$ cat config.mk
export PLATFORM = sky130hd
export DESIGN_NAME = alarm_ringer_flat
export DESIGN_NICKNAME = d
export VERILOG_FILES = /design/src/rtl/alarm_ringer_pkg.sv /design/src/rtl/alarm_ringer_if.sv /design/src/rtl/alarm_ringer_rise_detect.sv /design/src/rtl/alarm_ringer.sv /design/src/flat_wrapper.sv
export SDC_FILE = /design/constraint.sdc
export NUM_CORES = 1
export LEC_CHECK = 0
export ABC_AREA = 1
export BUFFER_PORTS_ARGS = -buffer_cell sky130_fd_sc_hd__buf_2
export CAP_MARGIN = 10
export CORE_ASPECT_RATIO = 0.6
export CORE_MARGIN = 3
export CORE_UTILIZATION = 55
export DETAILED_ROUTE_END_ITERATION = 8
export GPL_TIMING_DRIVEN = 0
export PLACE_DENSITY = 0.75
export SETUP_SLACK_MARGIN = 0.4
export SYNTH_ARGS = -nofsm -noshare
export SYNTH_HDL_FRONTEND = slang
export SYNTH_SLANG_ARGS = --single-unit
export TNS_END_PERCENT = 20
$ cat constraint.sdc
create_clock -name clk -period 3.24 [get_ports clk]
set_input_delay 0.648 -clock clk [delete_from_list [all_inputs] [get_ports clk]]
set_output_delay 0.648 -clock clk [all_outputs]
set_load 0.01 [all_outputs]
$ cat src/rtl/alarm_ringer_pkg.sv
// alarm_ringer_pkg: shared clock constants, ringer state encoding and default durations
package alarm_ringer_pkg;
  localparam int HR_W = 5;
  localparam int MIN_W = 6;
  localparam int SEC_W = 6;
  localparam int RING_SEC_DEF = 60;
  localparam int SNOOZE_SEC_DEF = 300;
  localparam int MAX_SNOOZE_DEF = 3;
  typedef enum logic [1:0] {
    ST_IDLE   = 2'd0,
    ST_RING   = 2'd1,
    ST_SNOOZE = 2'd2
  } state_e;
  function automatic int max_int(input int a, input int b);
    return a > b ? a : b;
  endfunction
endpackage

$ cat src/rtl/alarm_ringer_if.sv
// alarm_ringer_if: alarm inputs and ringer status outputs
interface alarm_ringer_if;
  logic tick_1hz;
  logic alarm_flag;
  logic alarm_en;
  logic snooze_btn;
  logic stop_btn;
  logic buzzer;
  logic ringing;
  logic snoozed;
  logic [1:0] snooze_used;
  modport master (
    output tick_1hz, alarm_flag, alarm_en, snooze_btn, stop_btn,
    input  buzzer, ringing, snoozed, snooze_used
  );
  modport slave (
    input  tick_1hz, alarm_flag, alarm_en, snooze_btn, stop_btn,
    output buzzer, ringing, snoozed, snooze_used
  );
endinterface

$ cat src/rtl/alarm_ringer_rise_detect.sv
// alarm_ringer_rise_detect: registered rising-edge detector, blind to a level already high at reset
module alarm_ringer_rise_detect (
  input  logic clk,
  input  logic reset,
  input  logic din,
  output logic rise
);
  logic d_q, d_d, armed_q, armed_d;
  always_comb begin
    d_d = din;
    armed_d = armed_q | ~din;
  end
  always_ff @(posedge clk) begin
    if (reset) begin
      d_q <= 1'b0;
      armed_q <= ~din;
    end else begin
      d_q <= d_d;
      armed_q <= armed_d;
    end
  end
  // armed_q stays low until the input is seen low, so a level held across reset is no edge
  assign rise = din & ~d_q & armed_q;
endmodule

$ cat src/rtl/alarm_ringer.sv
// alarm_ringer: turns the alarm comparator flag into a timed ring/snooze session
module alarm_ringer
  import alarm_ringer_pkg::*;
#(
  parameter int RING_SEC = RING_SEC_DEF,
  parameter int SNOOZE_SEC = SNOOZE_SEC_DEF,
  parameter int MAX_SNOOZE = MAX_SNOOZE_DEF
) (
  input logic clk,
  input logic reset,
  alarm_ringer_if.slave bus
);
  localparam int CW = $clog2(max_int(RING_SEC, SNOOZE_SEC) + 1);
  localparam logic [CW-1:0] RING_LD = CW'(RING_SEC);
  localparam logic [CW-1:0] SNOOZE_LD = CW'(SNOOZE_SEC);
  localparam logic [CW-1:0] ONE = CW'(1);
  localparam logic [1:0] MAX_SN = 2'(MAX_SNOOZE);
  state_e state_q, state_d;
  logic [CW-1:0] sec_cnt_q, sec_cnt_d;
  logic [1:0] snooze_used_q, snooze_used_d;
  logic beep_q, beep_d, buzzer_q, buzzer_d;
  logic trig;
  logic tick_ok;
  alarm_ringer_rise_detect u_flag_rise (
    .clk(clk),
    .reset(reset),
    .din(bus.alarm_flag),
    .rise(trig)
  );
  assign tick_ok = bus.tick_1hz && sec_cnt_q != '0;
  always_comb begin
    state_d = state_q;
    sec_cnt_d = sec_cnt_q;
    snooze_used_d = snooze_used_q;
    beep_d = beep_q;
    unique case (state_q)
      ST_IDLE: begin
        if (trig && bus.alarm_en) begin
          state_d = ST_RING;
          sec_cnt_d = RING_LD;
          snooze_used_d = '0;
          beep_d = 1'b1;
        end
      end
      ST_RING: begin
        if (!bus.alarm_en || bus.stop_btn) state_d = ST_IDLE;
        else if (bus.snooze_btn && snooze_used_q < MAX_SN) begin
          state_d = ST_SNOOZE;
          sec_cnt_d = SNOOZE_LD;
          snooze_used_d = snooze_used_q + 2'd1;
          beep_d = 1'b0;
        end else if (tick_ok) begin
          sec_cnt_d = sec_cnt_q - ONE;
          beep_d = ~beep_q;
          state_d = sec_cnt_q == ONE ? ST_IDLE : ST_RING;
        end
      end
      ST_SNOOZE: begin
        if (!bus.alarm_en || bus.stop_btn) state_d = ST_IDLE;
        else if (tick_ok) begin
          state_d = sec_cnt_q == ONE ? ST_RING : ST_SNOOZE;
          sec_cnt_d = sec_cnt_q == ONE ? RING_LD : sec_cnt_q - ONE;
          beep_d = sec_cnt_q == ONE;
        end
      end
      default: state_d = ST_IDLE;
    endcase
    // snooze_used is kept in IDLE so the last event's count stays visible
    if (state_d == ST_IDLE) begin
      sec_cnt_d = '0;
      beep_d = 1'b0;
    end
    buzzer_d = state_d == ST_RING && beep_d;
  end
  always_ff @(posedge clk) begin
    if (reset) begin
      state_q <= ST_IDLE;
      sec_cnt_q <= '0;
      snooze_used_q <= '0;
      beep_q <= 1'b0;
      buzzer_q <= 1'b0;
    end else begin
      state_q <= state_d;
      sec_cnt_q <= sec_cnt_d;
      snooze_used_q <= snooze_used_d;
      beep_q <= beep_d;
      buzzer_q <= buzzer_d;
    end
  end
  assign bus.ringing = state_q == ST_RING;
  assign bus.snoozed = state_q == ST_SNOOZE;
  assign bus.buzzer = buzzer_q;
  assign bus.snooze_used = snooze_used_q;
endmodule

$ cat src/flat_wrapper.sv
// flat-port wrapper written by rule: the top's interface ports become plain ports
module alarm_ringer_flat import alarm_ringer_pkg::*;
#(
  parameter int RING_SEC = RING_SEC_DEF,
  parameter int SNOOZE_SEC = SNOOZE_SEC_DEF,
  parameter int MAX_SNOOZE = MAX_SNOOZE_DEF
)
  (clk, reset, bus_tick_1hz, bus_alarm_flag, bus_alarm_en, bus_snooze_btn, bus_stop_btn, bus_buzzer, bus_ringing, bus_snoozed, bus_snooze_used);
  alarm_ringer_if bus_i ();
  input logic clk;
  input logic reset;
  input wire logic [$bits(bus_i.tick_1hz)-1:0] bus_tick_1hz;
  input wire logic [$bits(bus_i.alarm_flag)-1:0] bus_alarm_flag;
  input wire logic [$bits(bus_i.alarm_en)-1:0] bus_alarm_en;
  input wire logic [$bits(bus_i.snooze_btn)-1:0] bus_snooze_btn;
  input wire logic [$bits(bus_i.stop_btn)-1:0] bus_stop_btn;
  output wire logic [$bits(bus_i.buzzer)-1:0] bus_buzzer;
  output wire logic [$bits(bus_i.ringing)-1:0] bus_ringing;
  output wire logic [$bits(bus_i.snoozed)-1:0] bus_snoozed;
  output wire logic [$bits(bus_i.snooze_used)-1:0] bus_snooze_used;
  assign bus_i.tick_1hz = bus_tick_1hz;
  assign bus_i.alarm_flag = bus_alarm_flag;
  assign bus_i.alarm_en = bus_alarm_en;
  assign bus_i.snooze_btn = bus_snooze_btn;
  assign bus_i.stop_btn = bus_stop_btn;
  assign bus_buzzer = bus_i.buzzer;
  assign bus_ringing = bus_i.ringing;
  assign bus_snoozed = bus_i.snoozed;
  assign bus_snooze_used = bus_i.snooze_used;
  alarm_ringer #(.RING_SEC(RING_SEC), .SNOOZE_SEC(SNOOZE_SEC), .MAX_SNOOZE(MAX_SNOOZE)) u_core (.clk(clk), .reset(reset), .bus(bus_i));
endmodule
==> flow_summary.rst, run 1 <==
.. list-table::
   :header-rows: 1

   * - Metric
     - Value
   * - Count of fill cells added during filler insertion
     - 182
   * - Number of buffers added by the clock tree synthesis step
     - 3
   * - Worst-Margin Slew
     - 332 ps
   * - Final worst setup slack
     - 1210 ps
   * - Class of the tightest hold or removal check
     - flip-flop to flip-flop
   * - Root buffer cell
     - sky130_fd_sc_hd__clkbuf_8
   * - Worst Clk Skew
     - 3.08 ps
   * - Hold-fix buffer count after cts
     - 0
   * - Setup repair after global routing missed its margin
     - false
   * - Final Hold Violating Endpoints
     - 0
   * - Post-CTS setup buffer count
     - 0
   * - Sum Neg Setup Slack
     - 0 ps
   * - TritonCTS clock tree
     - built
   * - IO buf count
     - 11
   * - Violation count after the first detailed-route iteration
     - 74
   * - Antenna fix cells
     - 0
   * - Highest ir drop seen on vdd
     - 222 uV
   * - Via/cell ratio
     - 5.34
   * - Bufs on Longest Clock Path
     - 2
   * - Synthesized area
     - 1260 um2
   * - WL final
     - 3.00 mm
   * - Post-detailed-route DRC marker count
     - 0
   * - Area growth from synthesis to layout
     - 10.7%
   * - Resized cells post-CTS
     - 0
   * - Critical path start-end classification
     - flip-flop to flip-flop
   * - Commonest non-fill, non-tap cells in the layout
     - 45 x sky130_fd_sc_hd__nand2_1, 24 x sky130_fd_sc_hd__nor2_1, 20 x sky130_fd_sc_hd__inv_1
   * - Post-layout min period
     - 2030 ps
   * - Synth Area per Inst
     - 6.51 um2
   * - Number of nets produced by synthesis
     - 209
   * - Synth Flop Type
     - sky130_fd_sc_hd__dfxtp_1
   * - Number of warnings printed during yosys synthesis
     - 0
   * - Clk slew on worst S/H paths
     - 70 ps
   * - Overall routing resource usage
     - 0.226
   * - PwrDens
     - 352 nW/um2
   * - Number of synthesized register bits
     - 17
   * - Total via count in the routed design
     - 1266
   * - Gr ovfl total
     - 0
   * - Number of nets with antenna violations after routing
     - 0
   * - Chip Height
     - 43.1 um
   * - Count of standard-cell rows
     - 12
   * - Initial antenna violation count
     - 0
   * - Worst endpoint required time
     - 3390 ps
   * - Global-route wire length before repair
     - 4.93 mm
   * - Worst setup timing slack at the placement stage
     - 1230 ps
   * - Count of cell types in the netlist
     - 27
   * - Clk_lat worst skew
     - 260 ps
   * - Detailed-routing iteration count for the pre-antenna-repair pass
     - 4
   * - Core area
     - 2010 um2
   * - Final setup violating endpoints
     - 0
   * - Worst-path maximum fanout
     - 10
   * - Half-perimeter wire length after detailed placement
     - 2.46 mm
   * - Post-synthesis instance total
     - 194
   * - Async set-reset flop share out of synthesis
     - 0
   * - Element type at the critical path end
     - flip-flop
   * - Share of final-layout standard cells stronger than drive strength 1
     - 0.258
   * - Die Span X
     - 67.9 um
   * - Arrival @ worst endpoint
     - 2180 ps
   * - Nets
     - 225
   * - Most common cell after layout, fill and taps aside
     - sky130_fd_sc_hd__nand2_1
   * - # clock sinks
     - 17
   * - Number of pins with negative max-slew slack in the final report
     - 0
   * - Post-synthesis sequential area ratio
     - 0.269
   * - Max-capacitance violation count
     - 0
   * - Final period utilization
     - 0.626
   * - Die ar.
     - 2930 um2
   * - Initial Utilization
     - 0.628
   * - Pin count of the biggest net entering global routing
     - 11
   * - Post-synth EDFFs
     - 0
   * - GP Congestion
     - 0.954
   * - Wire length per cell
     - 12.6 um
   * - Status
     - finished, final reports clean
   * - Max-Slew Margin vs Limit
     - 0.777
   * - Maximum clock rate
     - 0.493 GHz
   * - Boundary Pins
     - 12
   * - Number of global-route vias before repair
     - 1093
   * - H-tree depth reported by CTS
     - 1
   * - Leakage dissipation
     - 0.710 nW
   * - Kind of launch point of the worst setup path
     - flip-flop
worst paths after layout:
check | from | to | slack (ps) | cells after the start
worst max-delay path | u_core.state_q[1] | u_core.sec_cnt_q[2] | 1210 | 9
worst max register to register | u_core.state_q[1] | u_core.sec_cnt_q[2] | 1210 | 9
worst min register to register | u_core.u_flag_rise.armed_q | u_core.u_flag_rise.armed_q | 480 | 2
worst min-delay path | u_core.u_flag_rise.armed_q | u_core.u_flag_rise.armed_q | 480 | 2
per-layer routing:
metal	vias up	track usage	wire, um
li1	640	-	-
met1	555	0.318	1370
met2	63	0.344	1250
met3	8	0.0635	334
met4	0	0.0356	46
met5	-	0	0
flip-flops by register name, indices dropped and copies added, names as in the netlist:
register and flops:
u_core.bus.snooze_used 2, u_core.sec_cnt_q 9, u_core.state_q 2, u_core.u_flag_rise.d_q 1
u_core.u_flag_rise.armed_q 1, u_core.beep_q 1, u_core.bus.buzzer 1
report_power, final:
group / internal, W / switching (W)
Combinational: 0.0000352 / 0.0000753
Sequential: 0.000214 / 0.00000411
Clock: 0.0000875 / 0.0000765
synth_stat cells (2+ instances only):
library cell / count / area share
sky130_fd_sc_hd__inv_1: 20 / 0.059
sky130_fd_sc_hd__nand2_4: 2 / 0.018
sky130_fd_sc_hd__o21ai_1: 2 / 0.0079
sky130_fd_sc_hd__dfxtp_1: 17 / 0.27
sky130_fd_sc_hd__nand2_1: 45 / 0.13
sky130_fd_sc_hd__nand3_2: 4 / 0.032
sky130_fd_sc_hd__nor2_1: 24 / 0.071
sky130_fd_sc_hd__nand3_1: 8 / 0.032
sky130_fd_sc_hd__inv_4: 2 / 0.0099
sky130_fd_sc_hd__o21ai_0: 5 / 0.020
sky130_fd_sc_hd__nor3_1: 3 / 0.012
sky130_fd_sc_hd__ha_1: 8 / 0.079
sky130_fd_sc_hd__a21oi_1: 11 / 0.044
sky130_fd_sc_hd__nand4_1: 2 / 0.0099
sky130_fd_sc_hd__inv_2: 9 / 0.027
sky130_fd_sc_hd__nand2_2: 8 / 0.040
sky130_fd_sc_hd__nor2_2: 12 / 0.059
sky130_fd_sc_hd__xor2_1: 3 / 0.021
worst max-delay path: stages, from the launching register on:
cell and delay (ps):
sky130_fd_sc_hd__dfxtp_1 450, sky130_fd_sc_hd__inv_1 100, sky130_fd_sc_hd__ha_1 310, sky130_fd_sc_hd__inv_2 150, sky130_fd_sc_hd__o21ai_2 100, sky130_fd_sc_hd__nor2_2 160
sky130_fd_sc_hd__nand2_4 130, sky130_fd_sc_hd__nor3_2 280, sky130_fd_sc_hd__nand2_1 70, sky130_fd_sc_hd__and3_1 180
stage by stage:
| stage | cell area, um2 | util | hold WS [ps] | total power [W] | cells |
|---|---|---|---|---|---|
| after floorplan | 1260 | - | 443 | 0.000304 | 194 |
| after global placement | 1350 | 0.673 | 455 | 0.000326 | 233 |
| after detailed placement | 1350 | 0.673 | 470 | 0.000331 | 233 |
| after CTS | 1400 | 0.695 | 478 | 0.000493 | 237 |
| after global routing | 1400 | 0.695 | 510 | 0.000519 | 237 |
| final | 1400 | 0.695 | 479 | 0.000493 | 237 |
cells by family after synthesis:
| family | share of synthesized area |
|---|---|
| flops | 0.269 |
| xor+xnor | 0.0208 |
| buf+inv | 0.0960 |
| fa+ha+maj | 0.0792 |
| compound gates | 0.100 |
| simple gates | 0.435 |
cell type report:
| cell class | count | area (um2) | share of cell area |
|---|---|---|---|
| clock buffer | 4 | 45.0 | 0.0322 |
| timing repair buffer | 11 | 55.1 | 0.0394 |
| inverter | 31 | 121 | 0.0868 |
| tap | 28 | 35.0 | 0.0250 |
| sequential | 17 | 340 | 0.243 |
| multi-input combinational | 146 | 802 | 0.573 |
(Power assumes the default switching activity.)
==> run 2, diff against run 1 <==
ABC_AREA = 0   (was 1)
CORE_ASPECT_RATIO = unset   (was 0.6)
clock period = 1.98 ns   (was 3.24 ns; I/O delays follow)
==> run 2 against run 1 <==
Against the previous run:
- the run now ends with negative setup slack left
- final area is 9.9% higher
- sequential power is 64% higher
- area after synthesis is 7.1% lower
- register-to-register slack worse by 1400 ps
- hold slack worse by 190 ps
- flip-flop and latch count stayed put
- first-iteration DRC count is 43% higher
- largest power group unchanged
==> flow_summary.rst, run 2 <==
.. list-table::
   :header-rows: 1

   * - Metric
     - Value
   * - Max-Slew Margin vs Limit
     - 0.570 (was 0.777)
   * - Synth Area per Inst
     - 7.88 um2 (was 6.51 um2)
   * - Largest reg by FF count
     - u_core.sec_cnt_q (unchanged)
   * - Count of cell types in the netlist
     - 42 (was 27)
   * - Top cell type's share of synthesized area
     - 0.290 (was 0.269)
   * - Most common cell in the synthesized netlist
     - sky130_fd_sc_hd__dfxtp_1 (was sky130_fd_sc_hd__nand2_1)
   * - Count of fill cells added during filler insertion
     - 118 (was 182)
   * - IO buf count
     - 11 (unchanged)
   * - Count of standard-cell rows
     - 16 (was 12)
   * - Class of the tightest hold or removal check
     - input pin to flip-flop (was flip-flop to flip-flop)
   * - Final instance count without filler cells
     - 198 (was 237)
   * - Kind of launch point of the worst setup path
     - flip-flop (unchanged)
   * - Worst endpoint required time
     - 2210 ps (was 3390 ps)
   * - Via/cell ratio
     - 6.53 (was 5.34)
   * - H-tree depth reported by CTS
     - 1 (unchanged)
   * - Post-layout min period
     - 2180 ps (was 2030 ps)
   * - Async set-reset flop share out of synthesis
     - 0 (unchanged)
   * - Most numerous cell types in the synthesized netlist
     - 17 x sky130_fd_sc_hd__dfxtp_1, 16 x sky130_fd_sc_hd__nand2_1, 13 x sky130_fd_sc_hd__inv_1 (was 45 x sky130_fd_sc_hd__nand2_1, 24 x sky130_fd_sc_hd__nor2_1, 20 x sky130_fd_sc_hd__inv_1)
   * - Wire length per cell
     - 18.1 um (was 12.6 um)
   * - Half-perimeter wire length after detailed placement
     - 2.05 mm (was 2.46 mm)
   * - Total via count in the routed design
     - 1292 (was 1266)
   * - Clk_lat worst skew
     - 300 ps (was 260 ps)
   * - PwrDens
     - 481 nW/um2 (was 352 nW/um2)
   * - Number of pins with negative max-slew slack in the final report
     - 0 (unchanged)
   * - Most common cell after layout, fill and taps aside
     - sky130_fd_sc_hd__nand2_1 (unchanged)
   * - Pin count of the biggest net entering global routing
     - 11 (unchanged)
   * - Root buffer cell
     - sky130_fd_sc_hd__clkbuf_4 (was sky130_fd_sc_hd__clkbuf_8)
   * - Number of placed cells counting well taps
     - 187 (was 233)
   * - Violations in the final reports
     - negative setup slack
   * - Clk slew on worst S/H paths
     - 100 ps (was 70 ps)
   * - Gr ovfl total
     - 0 (unchanged)
   * - Arrival @ worst endpoint
     - 2420 ps (was 2180 ps)
   * - Chip Height
     - 52.2 um (was 43.1 um)
   * - Post-synthesis sequential area ratio
     - 0.290 (was 0.269)
   * - Commonest non-fill, non-tap cells in the layout
     - 16 x sky130_fd_sc_hd__nand2_1, 12 x sky130_fd_sc_hd__buf_2, 12 x sky130_fd_sc_hd__dfxtp_1 (was 45 x sky130_fd_sc_hd__nand2_1, 24 x sky130_fd_sc_hd__nor2_1, 20 x sky130_fd_sc_hd__inv_1)
   * - Final period utilization
     - 1.10 (was 0.626)
   * - Area growth from synthesis to layout
     - 31.0% (was 10.7%)
   * - Bufs on Longest Clock Path
     - 2 (unchanged)
   * - Element type at the critical path end
     - flip-flop (unchanged)
   * - Post-synth EDFFs
     - 0 (unchanged)
   * - Critical path start-end classification
     - flip-flop to flip-flop (unchanged)
   * - GP Congestion
     - 0.945 (was 0.954)
   * - Max-capacitance violation count
     - 0 (unchanged)
   * - Delay contributed by the slowest stage of the critical path
     - 500 ps (was 450 ps)
   * - Total power draw
     - 0.000740 W (was 0.000493 W)
   * - Die Span X
     - 52.2 um (was 67.9 um)
   * - Number of global-route vias before repair
     - 1249 (was 1093)
   * - Initial Utilization
     - 0.592 (was 0.628)
   * - Leading cell types by total area after synthesis
     - sky130_fd_sc_hd__dfxtp_1 29%, sky130_fd_sc_hd__ha_1 8.5%, sky130_fd_sc_hd__nand2_1 5.1% (was sky130_fd_sc_hd__dfxtp_1 27%, sky130_fd_sc_hd__nand2_1 13%, sky130_fd_sc_hd__ha_1 7.9%)
   * - Die ar.
     - 2720 um2 (was 2930 um2)
   * - Maximum clock rate
     - 0.459 GHz (was 0.493 GHz)
   * - Number of warnings printed during yosys synthesis
     - 0 (unchanged)
   * - Synth Flop Type
     - sky130_fd_sc_hd__dfxtp_1 (unchanged)
   * - Global-route wire length before repair
     - 5.82 mm (was 4.93 mm)
   * - Number of nets produced by synthesis
     - 164 (was 209)
   * - Highest ir drop seen on vdd
     - 458 uV (was 222 uV)
   * - Share of final-layout standard cells stronger than drive strength 1
     - 0.368 (was 0.258)
   * - Synthesized area
     - 1170 um2 (was 1260 um2)
   * - Sum Neg Setup Slack
     - -1990 ps (was 0 ps)
   * - Worst-path maximum fanout
     - 5 (was 10)
   * - Antenna fix cells
     - 0 (unchanged)
   * - Initial antenna violation count
     - 0 (unchanged)
   * - Number of buffers added by the clock tree synthesis step
     - 3 (unchanged)
   * - TritonCTS clock tree
     - built (unchanged)
   * - Worst-Margin Slew
     - 643 ps (was 332 ps)
   * - Violation count after the first detailed-route iteration
     - 106 (was 74)
   * - Final worst setup slack
     - -200 ps (was 1210 ps)
   * - Post-synthesis instance total
     - 149 (was 194)
   * - Detailed-routing iteration count for the pre-antenna-repair pass
     - 4 (unchanged)
   * - # clock sinks
     - 17 (unchanged)
   * - Final Hold Violating Endpoints
     - 0 (unchanged)
   * - Instance area at placement
     - 1270 um2 (was 1350 um2)
   * - Status
     - finished, violations left (was finished, final reports clean)
   * - Boundary Pins
     - 12 (unchanged)
   * - Nets
     - 187 (was 225)
   * - Core area
     - 1980 um2 (was 2010 um2)
   * - Setup repair after global routing missed its margin
     - true (was false)
   * - Post-detailed-route DRC marker count
     - 0 (unchanged)
   * - WL final
     - 3.58 mm (was 3.00 mm)
   * - Worst Clk Skew
     - 1.34 ps (was 3.08 ps)
   * - Cell with the largest stage delay on the worst path
     - sky130_fd_sc_hd__or4_4 (was sky130_fd_sc_hd__dfxtp_1)
   * - Post-route cell area
     - 1540 um2 (was 1400 um2)
   * - Final setup violating endpoints
     - 12 (was 0)
   * - Number of nets with antenna violations after routing
     - 0 (unchanged)
   * - Crit-path cells
     - nor4_4 > a31oi_4 > or4_4 > a311o_1 > buf_6 > a22oi_2 (was inv_1 > ha_1 > inv_2 > o21ai_2 > nor2_2 > nand2_4 > nor3_2 > nand2_1 > and3_1)
   * - Flip-flop count of the largest register, all copies and words added
     - 9 (unchanged)
   * - Cell taking the most area after synthesis
     - sky130_fd_sc_hd__dfxtp_1 (unchanged)
   * - Hold-fix buffer count after cts
     - 0 (unchanged)
   * - Leakage dissipation
     - 0.571 nW (was 0.710 nW)
   * - Overall routing resource usage
     - 0.286 (was 0.226)
   * - Number of synthesized register bits
     - 17 (unchanged)
run 2: changes by cell type after synthesis, moves of 3 or more:
cell / before / now
sky130_fd_sc_hd__inv_2: 9 / 0
sky130_fd_sc_hd__a31oi_1: 1 / 4
sky130_fd_sc_hd__a221oi_1: 0 / 3
sky130_fd_sc_hd__nor2_1: 24 / 9
sky130_fd_sc_hd__nand2_1: 45 / 16
sky130_fd_sc_hd__nand2_2: 8 / 0
sky130_fd_sc_hd__inv_1: 20 / 13
sky130_fd_sc_hd__nor2_2: 12 / 0
sky130_fd_sc_hd__clkbuf_1: 0 / 3
sky130_fd_sc_hd__a22oi_1: 0 / 7
sky130_fd_sc_hd__nand3_2: 4 / 0
sky130_fd_sc_hd__o211ai_1: 0 / 4
run 2: final cells by class:
type / count / area (um2) / share of cell area
multi-input combinational: 114 / 918 / 0.597
timing repair buffer: 18 / 111 / 0.0724
inverter: 13 / 48.8 / 0.0317
tap: 27 / 33.8 / 0.0220
sequential: 17 / 352 / 0.229
clock buffer: 4 / 26.3 / 0.0171
buffer: 5 / 47.5 / 0.0309
run 2: through the flow:
step	hold WS, ps	util	setup slack, ps
floorplan	441	-	-198
global placement	457	0.639	-509
detailed placement	461	0.639	-566
CTS	288	0.741	-147
global route	318	0.776	-244
finish	290	0.776	-200
run 2: worst paths after layout:
path	startpoint	end	slack, ps	depth (start not counted)
max	u_core.sec_cnt_q[3]	u_core.sec_cnt_q[5]	-200	6
min	bus_alarm_flag	u_core.u_flag_rise.armed_q	290	2
max reg2reg	u_core.sec_cnt_q[3]	u_core.sec_cnt_q[5]	-200	6
min reg2reg	u_core.u_flag_rise.armed_q	u_core.u_flag_rise.armed_q	480	2
run 2: repair_timing:
item | 4_1_cts | 5_1_grt
pin swaps | 9 | 5
cloned | 1 | 0
setup buffers | 4 | 2
gates resized for setup | 34 | 15
setup endpoints to repair | 16 | 16
run 2: layer usage:
layer | share of wire | track usage | vias to the layer above
li1 | - | - | 600
met1 | 0.43 | 0.364 | 600
met2 | 0.45 | 0.435 | 79
met3 | 0.094 | 0.0969 | 13
met4 | 0.020 | 0.128 | 0
met5 | 0 | 0 | -
run 2: cell families (layout without fill, tap and decap cells):
group	after synthesis	count (layout)	synth area share
AO/OA/AOI/OAI	46	46	0.273
XOR/XNOR	2	2	0.0149
adder cells (fa/ha/maj)	8	8	0.0853
buffers and inverters	18	40	0.0640
flip-flops	17	17	0.290
AND/OR/NAND/NOR	58	58	0.273
run 2: worst max-delay path: cells and delay by family (launching register included):
kind	cells	cell delay (ps)
flops	1	380
compound gates	3	660
buf+inv	1	180
simple gates	2	890
run 2: report_power, final:
| group | total [W] | switching, W | internal, W |
|---|---|---|---|
| clock network | 0.000195 | 0.000116 | 0.0000787 |
| registers | 0.000357 | 0.00000888 | 0.000348 |
| logic | 0.000188 | 0.000116 | 0.0000723 |
| total | 0.000740 | 0.000241 | 0.000499 |
